<file path="config.mk">
export PLATFORM = sky130hd
export DESIGN_NAME = fifo_axis_reader_flat
export DESIGN_NICKNAME = d
export VERILOG_FILES = /design/src/rtl/fifo_axis_reader_if.sv /design/src/rtl/fifo_axis_reader.sv /design/src/flat_wrapper.sv
export SDC_FILE = /design/constraint.sdc
export NUM_CORES = 2
export LEC_CHECK = 0
export CAP_MARGIN = 5
export CELL_PAD_IN_SITES_DETAIL_PLACEMENT = 1
export CELL_PAD_IN_SITES_GLOBAL_PLACEMENT = 2
export CORE_MARGIN = 5
export CORE_UTILIZATION = 34
export CTS_BUF_LIST = sky130_fd_sc_hd__clkbuf_8
export DETAILED_ROUTE_END_ITERATION = 6
export HOLD_SLACK_MARGIN = 0.15
export PLACE_DENSITY_LB_ADDON = 0.12
export SYNTH_ARGS = -nofsm -noshare
export SYNTH_HDL_FRONTEND = slang
export SYNTH_SLANG_ARGS = --single-unit
</file>
<file path="constraint.sdc">
create_clock -name clk -period 34.6 [get_ports clk]
set_input_delay 3.46 -clock clk [delete_from_list [all_inputs] [get_ports clk]]
set_output_delay 3.46 -clock clk [all_outputs]
set_load 0.02 [all_outputs]
</file>
<file path="src/rtl/fifo_axis_reader_if.sv">
// fifo_axis_reader_if: AXI4-Stream bundle presented by the FIFO drain stage
interface fifo_axis_reader_if #(
   parameter int WIDTH      = 512,
   parameter int KEEP_WIDTH = WIDTH / 8
);
   logic [WIDTH-1:0]      tdata;
   logic [KEEP_WIDTH-1:0] tkeep;
   logic                  tvalid;
   logic                  tready;
   logic                  tlast;
   modport master (output tdata, tkeep, tvalid, tlast, input tready);
   modport slave (input tdata, tkeep, tvalid, tlast, output tready);
endinterface

</file>
<file path="src/rtl/fifo_axis_reader.sv">
// fifo_axis_reader: drains a registered-read FIFO into a 3-entry queue and streams it out as framed AXI4-Stream
module fifo_axis_reader #(
   parameter int WIDTH      = 512,
   parameter int KEEP_WIDTH = WIDTH / 8,
   parameter int PKT_BEATS  = 16
) (
   input  logic                clk,
   input  logic                rst,
   input  logic                fifo_empty,
   output logic                fifo_rd_en,
   input  logic [WIDTH-1:0]    fifo_data,
   fifo_axis_reader_if.master  m_axis,
   output logic [31:0]         frame_count,
   output logic                busy
);
   localparam int CW = PKT_BEATS > 1 ? $clog2(PKT_BEATS) : 1;
   localparam logic [CW-1:0] LAST = CW'(PKT_BEATS - 1);

   logic [WIDTH-1:0] mem [3];
   logic [1:0]       head, tail, occ;
   logic             inflight, valid, pop, last;
   logic [CW-1:0]    beat_cnt;
   logic [31:0]      frame_cnt;

   function automatic logic [1:0] nxt(input logic [1:0] p);
      return p == 2'd2 ? 2'd0 : p + 2'd1;
   endfunction

   // reads and pending words together never exceed the queue depth, so a capture always has room
   assign fifo_rd_en  = !rst && !fifo_empty && ({1'b0, occ} + {2'b0, inflight}) < 3'd3;
   assign valid       = occ != 2'd0;
   assign pop         = valid && m_axis.tready;
   assign last        = beat_cnt == LAST;
   assign frame_count = frame_cnt;
   assign busy        = beat_cnt != '0 || valid || inflight;

   // queue bookkeeping: pointers, occupancy and the one-cycle read-latency marker
   always_ff @(posedge clk or posedge rst) begin
      if (rst) begin
         head     <= 2'd0;
         tail     <= 2'd0;
         occ      <= 2'd0;
         inflight <= 1'b0;
      end else begin
         inflight <= fifo_rd_en;
         if (inflight) tail <= nxt(tail);
         if (pop) head <= nxt(head);
         occ <= occ + {1'b0, inflight} - {1'b0, pop};
      end
   end

   // storage: the word returned for last cycle's read lands at the tail
   always_ff @(posedge clk) begin
      if (inflight) mem[tail] <= fifo_data;
   end

   // framing: beat position inside the frame and the wrapping frame counter
   always_ff @(posedge clk or posedge rst) begin
      if (rst) begin
         beat_cnt  <= '0;
         frame_cnt <= 32'd0;
      end else if (pop) begin
         beat_cnt  <= last ? '0 : beat_cnt + 1'b1;
         frame_cnt <= frame_cnt + {31'd0, last};
      end
   end

   // stream outputs come from the head entry and read as zero when nothing is presented
   always_comb begin
      m_axis.tvalid = valid;
      m_axis.tdata  = valid ? mem[head] : '0;
      m_axis.tkeep  = valid ? '1 : '0;
      m_axis.tlast  = valid && last;
   end
endmodule

</file>
<file path="src/flat_wrapper.sv">
// flat-port wrapper written by rule: the top's interface ports become plain ports
module fifo_axis_reader_flat 
#(
   parameter int WIDTH      = 512,
   parameter int KEEP_WIDTH = WIDTH / 8,
   parameter int PKT_BEATS  = 16
)
  (clk, rst, fifo_empty, fifo_rd_en, fifo_data, frame_count, busy, m_axis_tdata, m_axis_tkeep, m_axis_tvalid, m_axis_tlast, m_axis_tready);
  fifo_axis_reader_if #(.WIDTH(WIDTH), .KEEP_WIDTH(KEEP_WIDTH)) m_axis_i ();
  input  logic clk;
  input  logic rst;
  input  logic fifo_empty;
  output logic fifo_rd_en;
  input  logic [WIDTH-1:0] fifo_data;
  output logic [31:0] frame_count;
  output logic busy;
  output wire logic [$bits(m_axis_i.tdata)-1:0] m_axis_tdata;
  output wire logic [$bits(m_axis_i.tkeep)-1:0] m_axis_tkeep;
  output wire logic [$bits(m_axis_i.tvalid)-1:0] m_axis_tvalid;
  output wire logic [$bits(m_axis_i.tlast)-1:0] m_axis_tlast;
  input wire logic [$bits(m_axis_i.tready)-1:0] m_axis_tready;
  assign m_axis_tdata = m_axis_i.tdata;
  assign m_axis_tkeep = m_axis_i.tkeep;
  assign m_axis_tvalid = m_axis_i.tvalid;
  assign m_axis_tlast = m_axis_i.tlast;
  assign m_axis_i.tready = m_axis_tready;
  fifo_axis_reader #(.WIDTH(WIDTH), .KEEP_WIDTH(KEEP_WIDTH), .PKT_BEATS(PKT_BEATS)) u_core (.clk(clk), .rst(rst), .fifo_empty(fifo_empty), .fifo_rd_en(fifo_rd_en), .fifo_data(fifo_data), .m_axis(m_axis_i), .frame_count(frame_count), .busy(busy));
endmodule
</file>
==> impl_metrics.tcl <==
set metrics [dict create \
    min_from "u_core.frame_count[31]" \
    hold_buffers 0 \
    clk_latency_ns 0.99 \
    timing.rr.start "u_core.inflight" \
    post-route-period-util_pct 28.1 \
    wl_per_cell_um 24.4 \
    syn_nets 4585 \
    p_per_area_mw_per_mm2 91.6 \
    synth-seq-cells 1579 \
    critPathArrivalTime_ns 6.27 \
    cp-start-kind "register" \
    placed_area_mm2 0.0745 \
    drc 0 \
    cts_root_buffer "clkbuf_8" \
    cts_made_buffers 300 \
    clockBufferDepth 4 \
    power.share.clock_pct 21.8 \
    syn_inst 4060 \
    drt_iter0_markers 1905 \
    drv_slew 0 \
    setup_viol 0 \
    die_w_um 435 \
    yosys_warnings 0 \
    numPortBuffers 1127 \
    drt-met1-wl_um 68700 \
    routed_via_density 4.80 \
    maxCapViolCount 0 \
    max_freq_ghz 0.103 \
    overflow 0 \
    p_leak_uw 0.0280 \
    worst_pin_slew_ns 1.12 \
    highest_layer "met5" \
    path_max_fanout 173 \
    net-switching-power_uw 2850 \
    die_h_um 435 \
    p_int_uw 4460 \
    coreArea_mm2 0.179 \
    start_util_pct 34.3 \
    grt_use_total_pct 19.3 \
    cts_setup_buffers 0 \
    fillers 18200 \
    ir_worst_vdd_uv 68.3 \
    yosysUniqueCellTypes 35 \
    grt_pass1_wl_um 266000 \
    cts.sinks 1579 \
    syn-cell-area_mm2 0.0613 \
    finalSetupTns_ns 0 \
    tritoncts "built" \
    swShare_pct 39.0 \
    synth-seq-area-share_pct 77.0 \
    power_uw 7300 \
    crit_type "register to primary output" \
    worstPathRequired_ns 31.14 \
    globalplace.congestion 0.795 \
    final_common_cell "edfxtp_1" \
    final_area_mm2 0.0797 \
    grt_pass1_vias 38500 \
    status "finished clean" \
    route.met2.wl_um 98800 \
    dp_hpwl_um 126000 \
    syn_area_per_cell_um2 15.1 \
    period_minus_slack_ns 9.73 \
    vias 37600 \
    crit_path_start "u_core.head[1]" \
    fin_skew_ns 0.0615 \
    power_frac_comb_pct 45.0 \
    antenna_left 0 \
    io_pins 1128 \
    sequentialPowerShare_pct 33.2 \
    endpoint_kind "primary output" \
    wl_met3_um 14200 \
    fp.dieArea_mm2 0.189 \
    hold_viol 0 \
    syn_to_final_growth_pct 30.0 \
    first_pass_iters 5 \
    drive_gt1_share_pct 7.23 \
    rsz0062_at_grt "false" \
    hold_slack_ns 0.486 \
    postCtsResizedCells 0 \
    htree_num_levels 5 \
    fp-row-count 155 \
    final_nets 5764 \
    max_slew_margin_pct 25.4 \
    final_cell_mix "1536 x edfxtp_1, 1127 x clkdlybuf4s50_1, 1028 x nor2_1" \
    grt_max_degree 215 \
    antenna_found_initial 113 \
    clkTransAtPathRegs_ns 0.06 \
    drt-total-wl_um 192000 \
    worstHoldPathType "register to register" \
]
flip-flops by register name, summed over array words and instances, names as in the netlist:
register and cells:
u_core.beat_cnt 4, u_core.frame_count 32, u_core.head 2, u_core.inflight 1, u_core.mem 1536, u_core.occ 2
u_core.tail 2
synth_stat cells:
cell | number | area (um^2)
a21o_1 | 3 | 22.5
a21oi_1 | 513 | 2570
mux2i_1 | 512 | 5120
dfrtp_1 | 43 | 1080
a2111oi_0 | 1 | 8.76
nand2_1 | 23 | 86.3
nor3b_1 | 1 | 7.51
nand3_1 | 13 | 65.1
o211ai_2 | 1 | 12.5
o41ai_1 | 1 | 8.76
o21ai_0 | 4 | 20.0
and3_1 | 3 | 18.8
xnor2_1 | 30 | 263
nor2_4 | 1 | 11.3
ha_1 | 9 | 113
o21ai_4 | 1 | 16.3
xor2_1 | 3 | 26.3
buf_2 | 72 | 360
clkbuf_1 | 102 | 383
and4b_1 | 1 | 10.0
nor2_1 | 1031 | 3870
inv_1 | 10 | 37.5
nand4_1 | 12 | 75.1
buf_1 | 11 | 41.3
nand3_2 | 1 | 10.0
nor4_4 | 1 | 21.3
buf_6 | 1 | 11.3
buf_4 | 108 | 811
nor3_1 | 3 | 15.0
edfxtp_1 | 1536 | 46100
and4_1 | 3 | 26.3
nand4_4 | 1 | 21.3
and4_2 | 2 | 20.0
nor3_4 | 2 | 32.5
and3_2 | 1 | 7.51
metrics by stage:
step | cells | worst slack, ns | util, %
finish | 7846 | 24.87 | 44.5
global route | 7835 | 24.27 | 44.5
CTS | 7790 | 24.64 | 44.4
global placement | 7292 | 25.92 | 41.6
floorplan | 4060 | 11.45 | -
detailed placement | 7292 | 25.79 | 41.6
power by group through the flow:
stage          logic, uW  clock network [uW]  registers (uW)
4_1_cts             3370                1660            2430
2_1_floorplan       1850                   0            2600
5_1_grt             3520                1750            2440
3_5_place_dp        3350                   0            2470
6_report            3280                1590            2430
3_3_place_gp        3350                   0            2460
final cells by class:
type	instances	area [um^2]	share of cell area, %
Antenna cell	56	140	0.176
Clock buffer	313	4310	5.41
Clock inverter	185	777	0.975
Inverter	10	37.5	0.0471
Multi-Input combinational cell	2177	12500	15.7
Sequential cell	1579	47200	59.2
Tap cell	2355	2950	3.70
Timing Repair Buffer	1171	11800	14.8
path summary, 6_finish.rpt:
path | to | cells past startpoint | slack (ns)
setup reg to reg | u_core.mem[2][51] | 5 | 30.73
setup / recovery | m_axis_tdata[167] | 7 | 24.87
hold reg to reg | u_core.frame_count[31] | 1 | 0.49
hold / removal | u_core.frame_count[31] | 1 | 0.49
max in group asynchronous | u_core.head[1] | 3 | 31.08
min in group asynchronous | u_core.inflight | 3 | 3.02
logic make-up after synthesis:
kind of cell    after synthesis  share of synthesized area (%)
compound gates              524                           4.33
xor+xnor                     33                          0.471
fa+ha+maj                     9                          0.184
buf+inv                     304                           2.68
flops                      1579                           77.0
mux                         512                           8.36
simple gates               1099                           7.01
metal layers:
| layer | GRT usage (%) | up-vias |
|---|---|---|
| li1 | - | 17300 |
| met4 | 11.9 | 52 |
| met2 | 33.1 | 1142 |
| met5 | 0 | - |
| met1 | 20.8 | 18700 |
| met3 | 6.25 | 473 |
worst max-delay path: stages, from the launching register on:
cell	delay (ns)
dfrtp_4	0.94
buf_12	0.59
buf_4	0.86
buf_4	0.72
buf_4	0.87
a21oi_1	0.20
nor2_1	0.15
clkdlybuf4s50_1	0.65
No activity file was read; power rests on OpenSTA's default activity.
